$ cat src/rtl/pipe_reg_chain.sv
// pipe_reg_chain: parameterised register chain with a per-stage valid
// qualifier, clock enable, synchronous clear and asynchronous active-low
// reset. DEPTH=0 makes the block a pure combinational pass-through.
//
// Optional feature macro: PIPE_REG_CHAIN_OCCUPANCY_EN
//   When defined, an extra output 'occ' reports how many stages currently
//   hold a valid beat (popcount of the valid bits). When undefined there is
//   no occ port and no counter.
module pipe_reg_chain #(
  parameter int WIDTH = 18,
  parameter int DEPTH = 2,
  localparam int OCC_W = (DEPTH < 1) ? 1 : $clog2(DEPTH + 1)
) (
  input  logic             clk,
  input  logic             rst,
  input  logic             ce,
  input  logic             sclr,
  input  logic             in_valid,
  input  logic [WIDTH-1:0] in_data,
  output logic             out_valid,
  output logic [WIDTH-1:0] out_data
`ifdef PIPE_REG_CHAIN_OCCUPANCY_EN
  ,
  output logic [OCC_W-1:0] occ
`endif
);

  generate
    if (DEPTH == 0) begin : g_bypass
      // Zero-stage build: wires only, clock/reset/enable/clear are not used.
      assign out_data  = in_data;
      assign out_valid = in_valid;

      logic unused_ctrl;
      assign unused_ctrl = &{1'b0, clk, rst, ce, sclr};

`ifdef PIPE_REG_CHAIN_OCCUPANCY_EN
      assign occ = '0;
`endif
    end else begin : g_chain
      // Stage registers: d_reg[k] is the data held by stage k, v_reg[k] its
      // valid bit. Stage DEPTH-1 drives the outputs.
      logic [WIDTH-1:0] d_reg [DEPTH];
      logic [DEPTH-1:0] v_reg;

      // Source of each stage: stage 0 is fed from the input port, every
      // later stage from the stage in front of it.
      logic [WIDTH-1:0] d_src [DEPTH];
      logic [DEPTH-1:0] v_src;

      assign d_src[0] = in_data;
      assign v_src[0] = in_valid;

      for (genvar gi = 1; gi < DEPTH; gi++) begin : g_link
        assign d_src[gi] = d_reg[gi-1];
        assign v_src[gi] = v_reg[gi-1];
      end

      // Valid bits shift on every enabled edge, including bubbles, so that
      // latency is counted in enabled edges regardless of data content.
      always_ff @(posedge clk or negedge rst) begin
        if (!rst) begin
          v_reg <= '0;
        end else if (sclr) begin
          v_reg <= '0;
        end else if (ce) begin
          v_reg <= v_src;
        end
      end

      // Data registers load only when their source is valid; a bubble
      // leaves the previous beat in place so the output keeps the last
      // valid value while out_valid is low.
      for (genvar gi = 0; gi < DEPTH; gi++) begin : g_stage
        always_ff @(posedge clk or negedge rst) begin
          if (!rst) begin
            d_reg[gi] <= '0;
          end else if (sclr) begin
            d_reg[gi] <= '0;
          end else if (ce && v_src[gi]) begin
            d_reg[gi] <= d_src[gi];
          end
        end
      end

      assign out_data  = d_reg[DEPTH-1];
      assign out_valid = v_reg[DEPTH-1];

`ifdef PIPE_REG_CHAIN_OCCUPANCY_EN
      // Occupancy tracks entries minus exits; it moves exactly when the
      // valid bits move, so it always equals the popcount of v_reg.
      logic [OCC_W-1:0] occ_reg;
      logic [OCC_W-1:0] occ_next;

      // Next occupancy: one beat may enter and one may leave per edge.
      always_comb begin
        occ_next = occ_reg + OCC_W'(in_valid) - OCC_W'(v_reg[DEPTH-1]);
      end

      // Occupancy counter shares the enable/clear/reset of the chain.
      always_ff @(posedge clk or negedge rst) begin
        if (!rst) begin
          occ_reg <= '0;
        end else if (sclr) begin
          occ_reg <= '0;
        end else if (ce) begin
          occ_reg <= occ_next;
        end
      end

      assign occ = occ_reg;
`endif
    end
  endgenerate

endmodule
$ cat config.mk
export PLATFORM = sky130hd
export DESIGN_NAME = pipe_reg_chain
export DESIGN_NICKNAME = d
export VERILOG_FILES = /design/src/rtl/pipe_reg_chain.sv
export SDC_FILE = /design/constraint.sdc
export NUM_CORES = 1
export LEC_CHECK = 0
export ABC_AREA = 1
export CORE_MARGIN = 2
export CORE_UTILIZATION = 50
export CTS_CLUSTER_DIAMETER = 60
export CTS_CLUSTER_SIZE = 14
export DETAILED_ROUTE_END_ITERATION = 10
export PLACE_DENSITY_LB_ADDON = 0.15
export SLEW_MARGIN = 5
export SYNTH_ARGS = -nofsm -noshare
export SYNTH_HDL_FRONTEND = slang
export SYNTH_SLANG_ARGS = --single-unit
$ cat constraint.sdc
create_clock -name clk -period 1 [get_ports clk]
set_input_delay 0.1 -clock clk [delete_from_list [all_inputs] [get_ports clk]]
set_output_delay 0.1 -clock clk [all_outputs]
set_load 0.02 [all_outputs]
==> results.md, run 1 <==
- Relative slew slack: 84.6%
- ANT nets after route: 0
- Final Instance Count excl. Fillers: 350
- Total Wirelength: 3.77 mm
- Cell taking the most area after synthesis: dfrtp_1
- Max-cap viol count: 0
- CTS tree: built
- Die W: 66.4 um
- R2R setup slack: 0.01 ns
- First-pass GRT wire length: 6.51 mm
- Slew Limit Fails: 0
- CP arrival: 1.16 ns
- Area share of the largest cell type after synthesis: 48.9%
- Skew final: 0.00273 ns
- Mean Syn Cell Area: 7.48 um2
- FF-to-FF path depth: 4
- Core area: 0.00369 mm2
- Synth Flop Type: dfrtp_1
- CP Launch Type: flop
- Worst EP required: 1.18 ns
- Sw Ratio: 27.2%
- Post-DP Area: 0.00239 mm2
- Fmax achieved: 1.01 GHz
- XOR/XNOR share of the synthesized area: 0%
- Simple-Gate Fraction of Synth Area: 32.0%
- DRC: 0
- Compound-Gate Fraction of Synth Area: 0.514%
- Final setup fails: 0
- Synth Cell Area: 0.00195 mm2
- Placed cell count: 341
- Ranking of synthesized cells by area: dfrtp_1, nand2_1, nand3_1, buf_4, nor2_1
- Gate power share: 19.1%
- FF+latch count, synth: 38
- CTS H-tree depth: 2
- I/O Buffers: 41
- Yosys Warn Count: 0
- Pwr dens: 1370 mW/mm2
- First-pass DRT Iterations: 4
- Gr ovfl total: 0
- Die ar.: 0.00441 mm2
- Antenna diodes: 0
- Tcrit/Tclk final: 98.7%
- Critical Path Fanout Max: 9
- Detailed placement HPWL: 2.45 mm
- Flop pwr share: 51.7%
- Clk pin slew, worst setup/hold paths: 0.07 ns
- Final Hold Vio Count: 0
- Clock latency on the worst-skew pair: 0.28 ns
- Total GRT Usage: 19.5%
- Seq/Total Area, Yosys: 48.9%
- Post-route design area: 0.00241 mm2
- Post-synthesis adder-cell area fraction: 0%
- Setup crit end kind: flop
- Asr flop ratio synth: 100%
- Die H: 66.4 um
- Nets: 325
- Post-CTS setup buffer count: 0
- Share of cells above drive strength 1: 18.9%
- Largest family of logic cells by synthesized area: simple AND/OR/NAND/NOR gates
- Number of flops mapped to enable cells by yosys: 0
- Peak supply drop: 1.10 mV
- Count of cell types in the netlist: 13
- Crit path time final: 0.987 ns
- Leak: 1.41 nW
- CTS sink count: 38
- Slew @ Worst Pin: 0.231 ns
- Clock power frac: 29.1%
- Mux cell area share after synthesis: 0%
- Ports: 42
- RSZ-0062 raised after global routing: yes
- Syn nets: 283
- P&R area growth vs syn: 23.7%
- Count leader, synth: nand2_1
- Max Root-Sink Buffers: 2
- Placer Congestion: 0.826
- Largest net degree at the start of global routing: 39
- Outcome: finished clean
- Initial DRC Count: 75
- Sw Pwr: 0.900 mW
- Root buf cell: clkbuf_8
- Vias in the first global route: 1459
- Via density: 4.68
- Initial Util: 52.7%
- Setup Crit Path Kind: reg2reg
- Row cnt: 22
- WL per Instance: 10.8 um
- Mapped Cells: 260
- Pint: 2.40 mW
- Commonest cells in the netlist: nand2_1, dfrtp_1, nor2_1
- Antenna violations before repair: 0
- Num CTS Buffers: 5
- Vias: 1637
- Hold WC Path Type: in2async
[area by class of cell]
type                            instances  area (um2)
Fill cell                             367        1280
Sequential cell                        38         951
Multi-Input combinational cell        154         648
Timing Repair Buffer                   66         529
Inverter                               37         139
Clock buffer                            5        68.8
Tap cell                               48        60.1
Clock inverter                          2        10.0
[worst paths after layout]
check | start | endpoint
max reg2reg | g_chain.v_reg[0] | out_data[5]
min reg2reg | out_data[3] | out_data[3]
min in group clk | in_data[1] | g_chain.d_reg[19]
max in group asynchronous | rst | out_data[0]
max | g_chain.v_reg[0] | out_data[5]
min | rst | g_chain.d_reg[28]
[cell families (layout without fill, tap and decap cells)]
kind of cell / after synthesis / count (layout)
buffers and inverters: 69 / 110
and+or+nand+nor: 151 / 152
AOI/OAI and AO/OA: 2 / 2
DFF: 38 / 38
[worst max-delay path: stages (launching register included)]
cell	delay (ns)
dfrtp_1	0.39
nand2_2	0.16
nand2_2	0.17
nand2_1	0.11
nand2_1	0.05
[metal layers]
| layer | GRT usage (%) | part of all wire (%) |
|---|---|---|
| met5 | 0 | 0 |
| met1 | 26.4 | 48 |
| met4 | 5.36 | 0.96 |
| met2 | 30.8 | 45 |
| met3 | 5.28 | 6.3 |
[metrics by stage]
step / setup WS, ns / TNS, ns / power (mW) / utilization, % / hold slack, ns
CTS: 0.0157 / 0 / 3.32 / 64.8 / 0.311
floorplan: 0.0438 / 0 / 2.13 / - / -0.196
global placement: -0.213 / -7.45 / 2.40 / 64.9 / 0.0781
detailed placement: -0.258 / -8.77 / 2.41 / 64.9 / 0.0764
global route: -0.0243 / -0.159 / 3.49 / 65.2 / 0.335
finish: 0.0131 / 0 / 3.30 / 65.2 / 0.305
[power by group through the flow]
stage / Sequential [mW] / Combinational (mW) / Clock (mW)
after detailed placement: 1.74 / 0.675 / 0
after CTS: 1.71 / 0.633 / 0.982
final: 1.71 / 0.633 / 0.962
after floorplan: 1.73 / 0.406 / 0
after global routing: 1.73 / 0.710 / 1.05
after global placement: 1.74 / 0.666 / 0
[placed cells by master, fill, tap and decap left out]
cell	instances
buf_2	20
nor2_1	37
clkdlybuf4s50_1	21
nand2_1	74
nand2_2	3
nand3_1	36
nand2_4	2
clkbuf_8	5
buf_6	1
o21ai_0	2
dfrtp_1	38
buf_4	21
inv_1	36
dlygate4sd3_1	1
buf_12	2
clkinv_2	2
inv_2	1
[repair_timing]
action,4_1_cts,5_1_grt
gates resized for setup,77,3
gates cloned,0,1
hold endpoints to repair,38,0
setup endpoints to repair,37,15
hold buffers,1,0
pin swaps,0,1
Power figures use the tool's default switching activity.
==> inputs of run 2 (changes only) <==
Settings changed: CORE_ASPECT_RATIO set to 0.75, REMOVE_ABC_BUFFERS set to 1.
==> run 2 against run 1 <==
Non-clock buffer count is 5 lower; combinational power is 4.3% lower; highest routed layer unchanged; clock power is 3.3% higher; sequential cell count stayed put; count of clock-buffer cells in the layout is 2 higher; critical path type is now reg2out; via count is 2.4% lower; clock skew is 0.0041 ns higher.
==> results.md, run 2 (synthesis gave the netlist of run 1 again) <==
- Final Hold Vio Count: 0 (unchanged)
- ANT nets after route: 0 (unchanged)
- Detailed placement HPWL: 2.55 mm (+4.3%)
- Tcrit/Tclk final: 96.5% (-2.2 points)
- Flip-flop and latch area: 951 um2 (unchanged)
- CTS sink count: 38 (unchanged)
- Die H: 58.0 um (-13%)
- CTS tree: built
- Largest net degree at the start of global routing: 39 (unchanged)
- Core area: 0.00368 mm2 (-0.10%)
- Relative slew slack: 85.7% (+1.1 points)
- Worst EP required: 0.90 ns (-0.28 ns)
- Hold WC Path Type: in2reg
- CP arrival: 0.87 ns (-0.29 ns)
- Most frequent cells in the layout: nand2_1, dfrtp_1, nor2_1
- P&R area growth vs syn: 21.5%
- Antenna diodes: 0 (unchanged)
- Ports: 42 (unchanged)
- Clock latency on the worst-skew pair: 0.30 ns (+0.02 ns)
- Critical Path Fanout Max: 2 (-7)
- Fmax achieved: 1.04 GHz (+2.3%)
- Initial Util: 52.8% (+0.054 points)
- Max Root-Sink Buffers: 2 (unchanged)
- Multi-input logic area: 648 um2 (unchanged)
- Outcome: finished clean
- R2R setup slack: 0.05 ns (+0.04 ns)
- CTS H-tree depth: 2 (unchanged)
- Max-cap viol count: 0 (unchanged)
- Antenna violations before repair: 0 (unchanged)
- Final setup fails: 0 (unchanged)
- Root buf cell: clkbuf_8
- Share of cells above drive strength 1: 16.8% (-2.0 points)
- Final Instance Count excl. Fillers: 349 (-0.29%)
- Setup Crit Path Kind: reg2out
- Leak: 1.39 nW (-1.9%)
- Die W: 76.0 um (+15%)
- WL per Instance: 11.3 um (+5.3%)
- Post-CTS setup buffer count: 0 (unchanged)
- Slew @ Worst Pin: 0.215 ns (-0.0162 ns)
- Skew final: 0.00687 ns (+0.00414 ns)
- Row cnt: 19 (-14%)
- Placed cell count: 340 (-0.29%)
- Pwr dens: 1400 mW/mm2 (+2.0%)
- Die ar.: 0.00441 mm2 (+0.11%)
- RSZ-0062 raised after global routing: yes
- Slew Limit Fails: 0 (unchanged)
- First-pass DRT Iterations: 4 (unchanged)
- Post-route design area: 0.00236 mm2 (-1.7%)
- I/O Buffers: 41 (unchanged)
- Nets: 320 (-1.5%)
- Pre-CTS setup slack: -0.317 ns (-0.0590 ns)
- Clk pin slew, worst setup/hold paths: 0.07 ns (about the same)
- Post-DP Area: 0.00235 mm2 (-1.9%)
- First-pass GRT wire length: 6.77 mm (+3.9%)
- Vias: 1598 (-2.4%)
- Gr ovfl total: 0 (unchanged)
- Total GRT Usage: 20.1% (+0.59 points)
- Initial DRC Count: 101 (+35%)
- Peak supply drop: 0.991 mV (-10%)
- Vias in the first global route: 1473 (+0.96%)
- Num CTS Buffers: 5 (unchanged)
- Most common cell after layout, fill and taps aside: nand2_1
- Crit path max-delay family: flip-flops
- Final Core Density: 64.2% (-1.1 points)
- CP Launch Type: flop
- Crit path time final: 0.965 ns (-0.0217 ns)
- Setup crit end kind: primary output
- Worst path cell trace: buf_2
- Total Wirelength: 3.96 mm (+5.0%)
- Via density: 4.58 (-2.1%)
- DRC: 0 (unchanged)
- Slowest stage delay, CP: 0.40 ns (about the same)
- Fillers: 344 (-6.3%)
- Post-route setup slack: 0.0348 ns (+0.0217 ns)
- Placer Congestion: 0.742 (-10%)
- CP max stage cell: dfrtp_1
- Crit path buf inv count: 1 (+1)
[run 2: changes by cell type in the layout (fill, tap and decap cells not counted)]
cell             delta
buf_12              -1
dlymetal6s2s_1      +1
buf_4               -5
buf_6               +1
clkdlybuf4s50_1     -1
clkbuf_1            +2
clkinv_2            -2
[run 2: final cells by class]
| cell class | instances | area share, % |
|---|---|---|
| clock buffer | 7 | 3.23 |
| tap | 52 | 2.75 |
| multi-input combinational | 154 | 27.4 |
| sequential | 38 | 40.2 |
| timing repair buffer | 61 | 20.5 |
| inverter | 37 | 5.87 |
[run 2: worst paths after layout]
kind / cells past startpoint / from / to
worst max-delay path: 1 / out_data[16] / out_data[16]
worst min register to register: 2 / g_chain.d_reg[26] / g_chain.d_reg[26]
min in group asynchronous: 3 / rst / g_chain.d_reg[27]
worst min-delay path: 4 / ce / g_chain.v_reg[1]
max in group asynchronous: 3 / rst / g_chain.d_reg[19]
worst max register to register: 4 / g_chain.v_reg[0] / out_data[17]
[run 2: power breakdown]
group / switching (mW) / internal, mW / leakage [nW]
clock network: 0.514 / 0.480 / 0.0383
registers: 0.0600 / 1.65 / 0.504
logic: 0.343 / 0.263 / 0.843
[run 2: timing repair]
action                                  CTS  global route
hold buffers                              1             0
gates resized for setup                  78             4
hold endpoints to repair                 38             0
gates cloned                              0             1
pin swaps                                 0             0
endpoints found under the setup margin   40            20
[run 2: per-stage QoR]
stage                     hold slack (ns)  setup TNS, ns  power [mW]
final                               0.225              0        3.31
after global routing                0.263        -0.0295        3.49
after CTS                           0.301              0        3.34
after detailed placement           0.0808         -11.43        2.39
after global placement             0.0771         -11.20        2.38
after floorplan                    -0.196          -4.01        2.01
[run 2: per-layer routing]
layer  global-route usage (%)  up-vias  wire length (um)
met5                        0        -                 0
met2                     30.5       43              1710
met4                     11.9        0                47
met1                     26.5      718              1980
li1                         -      831                 -
met3                     5.30        6               224
